--- config.mk ---
export PLATFORM = sky130hd
export DESIGN_NAME = cnt_share_ctrl
export DESIGN_NICKNAME = d
export VERILOG_FILES = /design/src/rtl/cnt_share_ctrl.sv
export SDC_FILE = /design/constraint.sdc
export NUM_CORES = 1
export LEC_CHECK = 0
export CAP_MARGIN = 15
export CORE_MARGIN = 2
export CORE_UTILIZATION = 41
export CTS_CLUSTER_DIAMETER = 80
export DETAILED_ROUTE_END_ITERATION = 10
export GPL_TIMING_DRIVEN = 0
export PLACE_DENSITY = 0.78
export SLEW_MARGIN = 10
export SYNTH_ARGS = -nofsm -noshare
export SYNTH_HDL_FRONTEND = slang
export SYNTH_SLANG_ARGS = --single-unit
export TNS_END_PERCENT = 30
--- constraint.sdc ---
create_clock -name clock -period 1.6 [get_ports clock]
set_input_delay 0.32 -clock clock [delete_from_list [all_inputs] [get_ports clock]]
set_output_delay 0.32 -clock clock [all_outputs]
set_load 0.02 [all_outputs]
--- src/rtl/cnt_share_ctrl.sv ---
// cnt_share_ctrl: round-robin sequencer that shares one loadable up-counter
// between two requesters. The winner's start value is loaded, the counter
// is enabled until it reaches the limit latched at grant time, then a
// one-cycle done pulse is returned to the owner.
// Optional build macro CNT_SHARE_CTRL_TIMEOUT_EN adds a run-cycle watchdog
// that forces completion after TIMEOUT_CYCLES RUN cycles and flags it on
// the timeout output; without it timeout is tied low.
module cnt_share_ctrl #(
  parameter int WIDTH          = 8,
  parameter int TIMEOUT_CYCLES = 200
) (
  input  logic             clock,
  input  logic             reset,
  input  logic             req0,
  input  logic             req1,
  input  logic [WIDTH-1:0] start0,
  input  logic [WIDTH-1:0] start1,
  input  logic [WIDTH-1:0] limit,
  input  logic [WIDTH-1:0] count,
  output logic             load,
  output logic             enable,
  output logic [WIDTH-1:0] data,
  output logic             gnt0,
  output logic             gnt1,
  output logic             done,
  output logic             timeout
);

  typedef enum logic [1:0] {
    IDLE = 2'd0,
    LOAD = 2'd1,
    RUN  = 2'd2,
    DONE = 2'd3
  } state_t;

  state_t           state, state_nx;
  logic             gnt0_nx, gnt1_nx;
  logic [WIDTH-1:0] data_nx;
  logic [WIDTH-1:0] limit_q, limit_nx;
  // last_q=1 means requester 1 was served last, so requester 0 wins a tie
  logic             last_q, last_nx;
  logic             owner_req;
  logic             at_limit;
  logic             expire;

`ifdef CNT_SHARE_CTRL_TIMEOUT_EN
  localparam int RC_W = (TIMEOUT_CYCLES < 2) ? 1 : $clog2(TIMEOUT_CYCLES + 1);

  logic [RC_W-1:0] run_cnt, run_cnt_nx;
  logic            to_q, to_nx;

  // Watchdog: clear while loading, count RUN cycles, remember a forced finish
  always_comb begin
    run_cnt_nx = run_cnt;
    if (state == LOAD) begin
      run_cnt_nx = '0;
    end else if (state == RUN) begin
      run_cnt_nx = run_cnt + RC_W'(1);
    end
    to_nx = (state == RUN) && owner_req && expire && !at_limit;
  end

  // Watchdog registers
  always_ff @(posedge clock or negedge reset) begin
    if (!reset) begin
      run_cnt <= '0;
      to_q    <= 1'b0;
    end else begin
      run_cnt <= run_cnt_nx;
      to_q    <= to_nx;
    end
  end

  assign expire  = (run_cnt == RC_W'(TIMEOUT_CYCLES));
  assign timeout = (state == DONE) && to_q;
`else
  // No watchdog in this build; the parameter stays for a uniform interface
  logic unused_timeout_cfg;
  assign unused_timeout_cfg = ^TIMEOUT_CYCLES;
  assign expire  = 1'b0;
  assign timeout = 1'b0;
`endif

  // Owner still requesting, terminal-count compare and decoded strobes
  always_comb begin
    owner_req = (gnt0 && req0) || (gnt1 && req1);
    at_limit  = (count == limit_q);
    load      = (state == LOAD);
    enable    = (state == RUN) && !at_limit && owner_req && !expire;
    done      = (state == DONE);
  end

  // Arbitration and sequencing: next state plus next grant/data/limit/pointer
  always_comb begin
    state_nx = state;
    gnt0_nx  = gnt0;
    gnt1_nx  = gnt1;
    data_nx  = data;
    limit_nx = limit_q;
    last_nx  = last_q;
    case (state)
      IDLE: begin
        if (req0 && (!req1 || last_q)) begin
          gnt0_nx  = 1'b1;
          gnt1_nx  = 1'b0;
          data_nx  = start0;
          limit_nx = limit;
          state_nx = LOAD;
        end else if (req1) begin
          gnt0_nx  = 1'b0;
          gnt1_nx  = 1'b1;
          data_nx  = start1;
          limit_nx = limit;
          state_nx = LOAD;
        end
      end
      LOAD: begin
        if (!owner_req) begin
          // Abort: release without done, still rotate priority
          gnt0_nx  = 1'b0;
          gnt1_nx  = 1'b0;
          last_nx  = gnt1;
          state_nx = IDLE;
        end else begin
          state_nx = RUN;
        end
      end
      RUN: begin
        if (!owner_req) begin
          gnt0_nx  = 1'b0;
          gnt1_nx  = 1'b0;
          last_nx  = gnt1;
          state_nx = IDLE;
        end else if (at_limit || expire) begin
          state_nx = DONE;
        end
      end
      DONE: begin
        // Always pass through IDLE so a waiting requester is arbitrated fairly
        gnt0_nx  = 1'b0;
        gnt1_nx  = 1'b0;
        last_nx  = gnt1;
        state_nx = IDLE;
      end
      default: begin
        gnt0_nx  = 1'b0;
        gnt1_nx  = 1'b0;
        state_nx = IDLE;
      end
    endcase
  end

  // State, grants, load value, latched limit and round-robin pointer
  always_ff @(posedge clock or negedge reset) begin
    if (!reset) begin
      state   <= IDLE;
      gnt0    <= 1'b0;
      gnt1    <= 1'b0;
      data    <= '0;
      limit_q <= '0;
      last_q  <= 1'b1;
    end else begin
      state   <= state_nx;
      gnt0    <= gnt0_nx;
      gnt1    <= gnt1_nx;
      data    <= data_nx;
      limit_q <= limit_nx;
      last_q  <= last_nx;
    end
  end

endmodule
==> results by group, run 1 <==
Global route
  – Busiest layer in global routing: met2
  – First-pass GRT wire length: 4.209 mm
  – GRT Total Usage: 0.1702
  – Met1 Usage GRT: 0.1907
  – Largest net degree at the start of global routing: 22
  – Vias in the first global route: 930
  – Global route overflow: 0
  – Met2 usage: 0.3189
  – Antenna violations before repair: 0
  – Global Route met3 Usage: 0.04378

Synth
  – Top cell type's share of synthesized area: 0.4367
  – Post-synthesis sequential area ratio: 0.4596
  – Syn Inst Count: 99
  – Syn_nets: 140
  – Post-synth top area cell: dfrtp_1
  – Synth Area per Inst: 11.58 µm²
  – Synth Warn #: 0
  – Synth unique cells: 23
  – Top cells by area, synth: dfrtp_1 (44%), mux2_2 (8.8%), mux2i_1 (7.9%)
  – Synth Cell Area: 0.001146 mm²
  – FF+latch count, synth: 21

Routing
  – Drt initial violations: 8
  – Post-route ant nets: 0
  – Drc violations: 0
  – Pre-Repair DR Iteration Count: 4
  – Via count: 929
  – Total Routed Length: 2.612 mm
  – Vias/cell: 5.022
  – Routed length per placed instance: 14.12 µm

Layout
  – Post-route cell area: 0.001743 mm²
  – Antenna fix cells: 0
  – Layout cell share with drive strength beyond 1: 0.2403
  – Most frequent cells in the layout: clkdlybuf4s50_1 (31), dfrtp_1 (20), nand2_1 (11), dlygate4sd2_1 (11)
  – Layout area overhead: 52.07%
  – Leading cell type in the layout, fill and taps excluded: clkdlybuf4s50_1
  – Final core occ: 0.6431
  – Fin nets: 196
  – Layout Cells excl Fill: 185

Min path
  – Worst Hold Class: flip-flop to flip-flop

Clock network
  – Root Buffer: clkbuf_4
  – Worst-case clock buffer depth: 2
  – Max H-tree Level: 1
  – Num CTS Buffers: 3
  – Clock latency on the worst-skew pair: 0.30 ns
  – CTS sink cnt: 21
  – TritonCTS clock tree: yes
  – Worst-path clk slew: 0.11 ns

Setup path
  – Reg-to-reg endpoint: limit_q[0]
  – Crit-path slowest cell: dfrtp_1
  – Critical Path AT: 1.48 ns
  – Critical path capture point type: output pin
  – R2R Setup Slk: 0.12 ns
  – Crit-path cells: xor2_2 -> nor4_4 -> a21oi_2 -> buf_4
  – WP data required: 1.28 ns
  – Worst r2r src: state[1]
  – Crit start category: flip-flop
  – Worst Setup EP: enable
  – Crit path max fanout: 2
  – CP max stage delay: 0.43 ns
  – Worst Reg-to-Reg Cells: 5
  – CP startpoint: limit_q[0]
  – Setup CP Type: flip-flop to output pin

Pwr
  – Leakage: 0.8425 nW
  – Pwr dens: 1535 mW/mm²
  – Peak VDD IR: 1.180 mV

Placed design
  – Pre-CTS setup slack: -0.7472 ns
  – # port buffers: 48
  – Dpl cells: 178
  – Placed inst area: 0.001665 mm²
  – Hpwl dp: 2.064 mm
  – Placer Congestion: 0.7003

Floorplanning
  – CORE AREA: 0.002710 mm²
  – Row count: 19
  – Die area: 0.003234 mm²
  – DIE WIDTH: 56.87 µm
  – Die H: 56.87 µm
  – I/O Pins: 50
  – Initial core utilization: 0.4229

STA
  – Worst slew margin: 0.3838
  – Final Cycle Share: 1.127
  – Final setup vio count: 1
  – Max Slew Vio Count: 0
  – RSZ-0062 raised after global routing: yes
  – Final worst slack: -0.2036 ns
  – Fmax: 0.5544 GHz
  – Worst-Margin Slew: 0.9215 ns
  – Hold Slack: 0.4985 ns
  – Final setup skew: 0.001183 ns
  – Period minus WS final: 1.804 ns
  – Final hold viol count: 0

Run status
  – Outcome: finished with violations
  – Failing checks: negative setup slack

Flow run
  – Max Cap Violations: 0
sequential cells by signal, summed over array words and instances, names as in the netlist:
name     count
data         8
gnt1         1
state        2
last_q       1
limit_q      8
gnt0         1
repair_timing:
item / 4_1_cts / 5_1_grt
endpoints found under the setup margin: 18 / 10
gates resized for setup: 27 / 9
hold buffers: 0 / 0
pin swaps: 3 / 3
buffers inserted: 2 / 1
metrics by stage:
step / setup TNS, ns / total power, mW
finish: -0.2036 / 2.676
global route: -0.3040 / 2.869
CTS: -0.2446 / 2.653
detailed placement: -3.671 / 2.450
global placement: -3.123 / 2.385
floorplan: 0 / 1.905
where the power goes:
group,internal (mW),switching [mW]
Combinational,0.703,0.754
Sequential,0.791,0.171
Clock,0.0972,0.159
worst min-delay path by stage:
stage	startpoint	end	slack, ns	cells after the start
global placement	data[3]	data[3]	0.47	2
CTS	data[7]	data[7]	0.50	2
finish	data[3]	data[3]	0.50	2
floorplan	reset	data[0]	0.02	0
detailed placement	data[7]	data[7]	0.48	2
global route	data[1]	data[1]	0.52	2
cells by family after synthesis:
| group | after synthesis | share of synthesized area |
|---|---|---|
| flip-flops | 21 | 0.4596 |
| AO/OA/AOI/OAI | 20 | 0.1245 |
| multiplexers | 18 | 0.1670 |
| AND/OR/NAND/NOR | 17 | 0.08952 |
| buffers and inverters | 9 | 0.04039 |
| XOR/XNOR | 8 | 0.06114 |
| adder cells (fa/ha/maj) | 5 | 0.05459 |
| other | 1 | 0.003272 |
synthesized netlist by cell type, drive strengths merged:
cell type / n
xor2: 8
a22o: 4
o21ai: 10
mux2: 9
nor3b: 1
a211o: 1
conb: 1
ha: 5
nor2: 3
dfrtp: 20
o211ai: 1
buf: 4
mux2i: 9
inv: 5
nand2: 11
a21o: 1
nor4: 2
dfstp: 1
a21oi: 3
critical path: cells and delay by family, from the launching register on:
family          cells  cell delay, ns
compound gates      1            0.10
xor+xnor            1            0.17
buf+inv             1            0.17
flops               1            0.43
simple gates        1            0.32
metal layers:
layer | vias up | routed length [µm]
li1 | 449 | -
met5 | - | 0
met3 | 2 | 132
met2 | 25 | 1410
met1 | 453 | 1053
met4 | 0 | 15
area by class of cell:
type,instances,area (µm²)
fillers,237,967.2
multi-input cells,69,616.8
flip-flops and latches,21,526.8
repair buffers,51,484.2
well taps,31,38.79
plain buffers,4,31.28
clock buffers,4,26.28
inverters,5,18.77
(Power assumes the default switching activity.)
==> run 2, diff against run 1 <==
CORE_UTILIZATION = 45   (was 41)
PLACE_DENSITY = 0.85   (was 0.78)
clock period = 2.2 ns   (was 1.6 ns; I/O delays follow)
==> run 2 against run 1 <==
- setup slack better by 0.30 ns
- the run now ends clean
- first-iteration DRC count unchanged
- sequential power down 27%
- die area down 8.3%
- sequential share of layout area up 0.60 points
- via count down 0.54%
- critical path depth down 1
- global-route usage up 1.3 points
- critical endpoint is now load
- largest power group unchanged
- flip-flop and latch count unchanged
- final area down 1.9%
==> results by group, run 2 (synthesis results as in run 1) <==
Global route
  – Global route overflow: 0 (unchanged)
  – Largest net degree at the start of global routing: 22 (unchanged)
  – Vias in the first global route: 895 (was 930)
  – First-pass GRT wire length: 3.857 mm (was 4.209 mm)
  – GRT Total Usage: 0.1835 (was 0.1702)
  – Antenna violations before repair: 0 (unchanged)

Floorplanning
  – I/O Pins: 50 (unchanged)
  – DIE WIDTH: 54.47 µm (was 56.87 µm)
  – Initial core utilization: 0.4669 (was 0.4229)
  – Die area: 0.002966 mm² (was 0.003234 mm²)
  – Die H: 54.47 µm (was 56.87 µm)
  – Row count: 18 (was 19)
  – CORE AREA: 0.002455 mm² (was 0.002710 mm²)

Run status
  – Outcome: complete, no violations (was finished with violations)

Placed design
  – # port buffers: 48 (unchanged)
  – Hpwl dp: 2.031 mm (was 2.064 mm)
  – Placer Congestion: 0.6735 (was 0.7003)

Pwr
  – Switch Pwr: 0.7668 mW (was 1.085 mW)
  – Comb power frac: 0.548 (was 0.545)
  – Total power: 1.958 mW (was 2.676 mW)
  – Peak VDD IR: 0.7727 mV (was 1.180 mV)
  – Int Power: 1.191 mW (was 1.591 mW)
  – Clock Power Share: 0.096 (about the same)
  – Sequential share of power: 0.357 (was 0.359)
  – Leakage: 0.7732 nW (was 0.8425 nW)
  – Switch share: 0.3917 (was 0.4054)
  – Pwr dens: 1145 mW/mm² (was 1535 mW/mm²)

Setup path
  – Crit-path slowest cell: clkdlybuf4s50_1 (was dfrtp_1)
  – Worst Setup EP: load (was enable)
  – Worst Reg-to-Reg Cells: 6 (was 5)
  – Setup CP Type: flip-flop to output pin (unchanged)
  – R2R Setup Slk: 0.56 ns (was 0.12 ns)
  – CP max stage delay: 0.60 ns (was 0.43 ns)
  – WP data required: 1.76 ns (was 1.28 ns)
  – CP startpoint: state[1] (was limit_q[0])
  – Critical path capture point type: output pin (unchanged)
  – Critical Path AT: 1.66 ns (was 1.48 ns)
  – Reg-to-reg endpoint: state[0] (was limit_q[0])
  – Worst r2r src: state[0] (was state[1])
  – Crit-path cells: inv_1 -> ha_1 -> clkdlybuf4s50_1 (was xor2_2 -> nor4_4 -> a21oi_2 -> buf_4)
  – Crit start category: flip-flop (unchanged)
  – Crit path max fanout: 4 (was 2)

Clock network
  – Root Buffer: clkbuf_4 (unchanged)
  – Max H-tree Level: 1 (unchanged)
  – Clock latency on the worst-skew pair: 0.30 ns (about the same)
  – TritonCTS clock tree: yes (unchanged)
  – CTS sink cnt: 21 (unchanged)
  – Worst-case clock buffer depth: 2 (unchanged)
  – Num CTS Buffers: 3 (unchanged)
  – Worst-path clk slew: 0.12 ns (was 0.11 ns)

STA
  – Final setup skew: 0.001206 ns (was 0.001183 ns)
  – RSZ-0062 raised after global routing: no (was yes)
  – Final Cycle Share: 0.9558
  – Final hold viol count: 0 (unchanged)
  – Worst-Margin Slew: 0.9139 ns (was 0.9215 ns)
  – Fmax: 0.4756 GHz
  – Worst slew margin: 0.3889 (was 0.3838)
  – Hold Slack: 0.5042 ns (was 0.4985 ns)
  – Max Slew Vio Count: 0 (unchanged)
  – Final setup vio count: 0 (was 1)
  – Period minus WS final: 2.103 ns

Layout
  – Biggest regs: data: 8 flops, limit_q: 8 flops, state: 2 flops (unchanged)
  – Layout cell share with drive strength beyond 1: 0.1908 (was 0.2403)
  – Fin nets: 194 (was 196)
  – Leading cell type in the layout, fill and taps excluded: clkdlybuf4s50_1 (unchanged)
  – Most frequent cells in the layout: clkdlybuf4s50_1 (47), dfrtp_1 (20), nand2_1 (11) (was clkdlybuf4s50_1 (31), dfrtp_1 (20), nand2_1 (11), dlygate4sd2_1 (11))
  – Layout area overhead: 49.13% (was 52.07%)
  – Antenna fix cells: 0 (unchanged)

Routing
  – Vias/cell: 5.077 (was 5.022)
  – Pre-Repair DR Iteration Count: 4 (unchanged)
  – Total Routed Length: 2.409 mm (was 2.612 mm)
  – Via count: 924 (was 929)
  – Routed length per placed instance: 13.24 µm (was 14.12 µm)
  – Drt initial violations: 8 (unchanged)
  – Post-route ant nets: 0 (unchanged)
  – Drc violations: 0 (unchanged)

Min path
  – Worst Hold Class: flip-flop to flip-flop (unchanged)
  – Cells on Worst Hold Path: 2 (unchanged)

Flow run
  – Max Cap Violations: 0 (unchanged)
run 2: changes by cell type in the layout (fill, tap and decap cells not counted), sizes merged:
| cell | previous run | this run |
|---|---|---|
| buf | 9 | 6 |
| clkdlybuf4s50 | 31 | 47 |
| dlymetal6s2s | 3 | 0 |
| clkinv | 0 | 1 |
| clkbuf | 5 | 3 |
| dlygate4sd2 | 11 | 0 |
run 2: worst max-delay path: cells and delay by family, from the launching register on:
family | cells | cell delay (ns)
adder cells (fa/ha/maj) | 1 | 0.19
buffers and inverters | 2 | 0.73
flip-flops | 1 | 0.43
run 2: repair_timing:
item	in CTS	in global routing
pin swaps	0	1
hold buffers	0	0
endpoints found under the setup margin	1	1
gates resized for setup	3	3
gates cloned	0	0
setup buffers	1	0
run 2: layout make-up:
| type | count | area (µm²) |
|---|---|---|
| Tap cell | 30 | 37.54 |
| Inverter | 5 | 18.77 |
| Sequential cell | 21 | 526.8 |
| Clock buffer | 3 | 22.52 |
| Fill cell | 189 | 745.7 |
| Clock inverter | 1 | 5.005 |
| Multi-Input combinational cell | 69 | 588.1 |
| Buffer | 4 | 27.53 |
| Timing Repair Buffer | 49 | 483.0 |
run 2: worst min-delay path by stage:
stage                   end    start
floorplan           data[0]    reset
global placement    data[3]  data[3]
detailed placement  data[4]  data[4]
CTS                 data[4]  data[4]
global route        data[4]  data[4]
finish              data[4]  data[4]
run 2: stage by stage:
stage               std cells  setup slack, ns  instance area [µm²]  setup TNS [ns]    util
global placement          177          -0.3774                 1664         -0.3774  0.6779
floorplan                  99           0.6908                 1146               0       -
CTS                       182        0.0009703                 1700               0  0.6927
detailed placement        177          -0.4340                 1664         -0.4340  0.6779
global route              182         0.001884                 1709               0  0.6962
finish                    182          0.09729                 1709               0  0.6962
run 2: power groups by stage:
| stage | clock [mW] | combinational (mW) | sequential [mW] |
|---|---|---|---|
| after floorplan | 0 | 0.600 | 0.785 |
| after global placement | 0 | 1.04 | 0.687 |
| after detailed placement | 0 | 1.08 | 0.704 |
| after CTS | 0.194 | 1.08 | 0.695 |
| after global routing | 0.207 | 1.17 | 0.730 |
| final | 0.187 | 1.07 | 0.698 |
run 2: per-layer routing:
metal  vias up  track usage  share of wire
li1        442            -              -
met1       452       0.2134           0.40
met2        28       0.3273           0.55
met3         2      0.03552          0.044
met4         0      0.07500         0.0083
met5         -            0              0
==> run 3, diff against run 2 <==
MAX_ROUTING_LAYER = met4   (was default)
==> run 3 against run 2 <==
- flip-flop and latch count unchanged
- routed wire length is 0.17% lower
- final area unchanged
==> results by group, run 3 (synthesis results as in run 1) <==
Run status
  – Outcome: complete, no violations (unchanged)

Pwr
  – Pwr dens: 1146 mW/mm² (was 1145 mW/mm²)
  – Switch Pwr: 0.7675 mW (was 0.7668 mW)
  – Peak VDD IR: 0.7727 mV (about the same)
  – Comb power frac: 0.548 (about the same)
  – Leakage: 0.7732 nW (unchanged)
  – Int Power: 1.191 mW (about the same)
  – Switch share: 0.3919 (was 0.3917)
  – Sequential share of power: 0.357 (about the same)
  – Clock Power Share: 0.095 (was 0.096)

Global route
  – Antenna violations before repair: 0 (unchanged)
  – Global route overflow: 0 (unchanged)
  – Vias in the first global route: 898 (was 895)
  – GRT Total Usage: 0.1887 (was 0.1835)
  – Largest net degree at the start of global routing: 22 (unchanged)
  – First-pass GRT wire length: 3.857 mm (unchanged)

Setup path
  – Setup CP Type: flip-flop to output pin (unchanged)
  – CP max stage delay: 0.60 ns (about the same)
  – R2R Setup Slk: 0.54 ns (was 0.56 ns)
  – WP data required: 1.76 ns (about the same)
  – Worst Reg-to-Reg Cells: 6 (unchanged)
  – Crit-path slowest cell: clkdlybuf4s50_1 (unchanged)
  – Worst path top cell family by delay: buffers and inverters (unchanged)
  – Crit-path cells: inv_1 -> ha_1 -> clkdlybuf4s50_1 (unchanged)
  – Reg-to-reg endpoint: state[0] (unchanged)
  – Worst r2r src: state[0] (unchanged)
  – Crit start category: flip-flop (unchanged)
  – Bufs and invs on worst path: 2 (unchanged)
  – Critical Path AT: 1.66 ns (about the same)
  – Critical path capture point type: output pin (unchanged)
  – Crit path max fanout: 4 (unchanged)

Floorplanning
  – Die area: 0.002966 mm² (unchanged)
  – Row count: 18 (unchanged)
  – Die H: 54.47 µm (unchanged)
  – CORE AREA: 0.002455 mm² (unchanged)
  – I/O Pins: 50 (unchanged)
  – DIE WIDTH: 54.47 µm (unchanged)
  – Initial core utilization: 0.4669 (unchanged)

Routing
  – Pre-Repair DR Iteration Count: 4 (unchanged)
  – Total Routed Length: 2.405 mm (was 2.409 mm)
  – M1 wire length: 971 µm (was 955 µm)
  – Top Metal Used: met4 (unchanged)
  – Via count: 925 (was 924)
  – Drt initial violations: 9 (was 8)
  – Routed length per placed instance: 13.21 µm (was 13.24 µm)
  – Vias/cell: 5.082 (was 5.077)
  – Drc violations: 0 (unchanged)
  – Post-route ant nets: 0 (unchanged)
  – Met2 routed WL: 1.314 mm (was 1.328 mm)
  – DR WL met3: 100 µm (was 105 µm)

Layout
  – Fin nets: 194 (unchanged)
  – Fillers: 189 (unchanged)
  – Most frequent cells in the layout: clkdlybuf4s50_1 (47), dfrtp_1 (20), nand2_1 (11) (unchanged)
  – Final core occ: 0.6962 (unchanged)
  – Antenna fix cells: 0 (unchanged)
  – Layout cell share with drive strength beyond 1: 0.1908 (unchanged)
  – Layout area overhead: 49.13% (unchanged)
  – Leading cell type in the layout, fill and taps excluded: clkdlybuf4s50_1 (unchanged)
  – Biggest regs: data: 8 flops, limit_q: 8 flops, state: 2 flops (unchanged)

Clock network
  – Root Buffer: clkbuf_4 (unchanged)
  – Num CTS Buffers: 3 (unchanged)
  – TritonCTS clock tree: yes (unchanged)
  – Clock latency on the worst-skew pair: 0.30 ns (about the same)
  – Worst-path clk slew: 0.12 ns (about the same)
  – Worst-case clock buffer depth: 2 (unchanged)
  – Hold buffers post-CTS: 0 (unchanged)
  – CTS sink cnt: 21 (unchanged)
  – Max H-tree Level: 1 (unchanged)

Min path
  – Hold Path Origin: data[4] (unchanged)
  – Worst Hold Endpoint: data[4] (unchanged)
  – Cells on Worst Hold Path: 2 (unchanged)
  – Worst Hold Class: flip-flop to flip-flop (unchanged)

STA
  – RSZ-0062 raised after global routing: no (unchanged)
  – Final setup vio count: 0 (unchanged)
  – Final worst slack: 0.09637 ns (was 0.09729 ns)
  – Final hold viol count: 0 (unchanged)
  – Max Slew Vio Count: 0 (unchanged)
  – Worst slew margin: 0.3918 (was 0.3889)
  – Setup_tns: 0 ns (unchanged)
  – Fmax: 0.4754 GHz (was 0.4756 GHz)
  – Final Cycle Share: 0.9562 (was 0.9558)
  – Final setup skew: 0.002382 ns (was 0.001206 ns)
  – Worst-Margin Slew: 0.9095 ns (was 0.9139 ns)
  – Period minus WS final: 2.104 ns (was 2.103 ns)

Placed design
  – # port buffers: 48 (unchanged)
  – Pre-CTS setup slack: -0.4340 ns (unchanged)
  – Placer Congestion: 0.6802 (was 0.6735)
  – Hpwl dp: 2.031 mm (unchanged)

Flow run
  – Max Cap Violations: 0 (unchanged)
run 3: cell counts in the layout (fill, tap and decap cells not counted):
Identical to the previous run, type by type.
run 3: final cells by class:
cell class,instances,area [µm²],share of cell area
multi-input combinational,69,588.1,0.3441
sequential,21,526.8,0.3082
timing repair buffer,49,483.0,0.2826
tap,30,37.54,0.02196
buffer,4,27.53,0.01611
clock buffer,3,22.52,0.01318
inverter,5,18.77,0.01098
clock inverter,1,5.005,0.002928
run 3: worst register-to-register path, cell delays in order (launching register included):
cell	delay [ns]
dfrtp_1	0.42
inv_1	0.17
ha_1	0.20
nor3b_1	0.43
nor2_1	0.08
a22o_1	0.20
a21oi_2	0.10
run 3: what timing repair did:
| item | in CTS | in global routing |
|---|---|---|
| pin swaps | 0 | 1 |
| setup endpoints to repair | 1 | 1 |
| buffers inserted | 1 | 0 |
| resized for setup | 3 | 3 |
run 3: how the worst max path moves through the flow:
stage               startpoint     end  slack (ns)  cells past startpoint
floorplan             state[0]  enable        0.69                      4
global placement          req0  enable       -0.38                      5
detailed placement        req0  enable       -0.43                      5
CTS                       req0  enable       0.001                      5
global route          state[1]    load       0.002                      3
finish                state[1]    load         0.1                      3
run 3: metrics by stage:
step / std cells / hold slack, ns / total power [mW] / cell area, µm²
after CTS: 182 / 0.5096 / 1.970 / 1700
after global routing: 182 / 0.5380 / 2.109 / 1709
after global placement: 177 / 0.4699 / 1.729 / 1664
final: 182 / 0.5042 / 1.959 / 1709
after detailed placement: 177 / 0.4819 / 1.782 / 1664
after floorplan: 99 / 0.1444 / 1.385 / 1146
run 3: layer usage:
| metal | up-vias | track usage |
|---|---|---|
| met4 | 0 | 0.07500 |
| met5 | - | - |
| met2 | 28 | 0.3273 |
| met1 | 453 | 0.2151 |
| li1 | 442 | - |
| met3 | 2 | 0.03279 |
run 3: power by group through the flow:
stage / clock network [mW] / registers (mW) / logic, mW
after floorplan: 0 / 0.785 / 0.600
after global placement: 0 / 0.687 / 1.04
after detailed placement: 0 / 0.704 / 1.08
after CTS: 0.194 / 0.695 / 1.08
after global routing: 0.207 / 0.730 / 1.17
final: 0.186 / 0.698 / 1.07
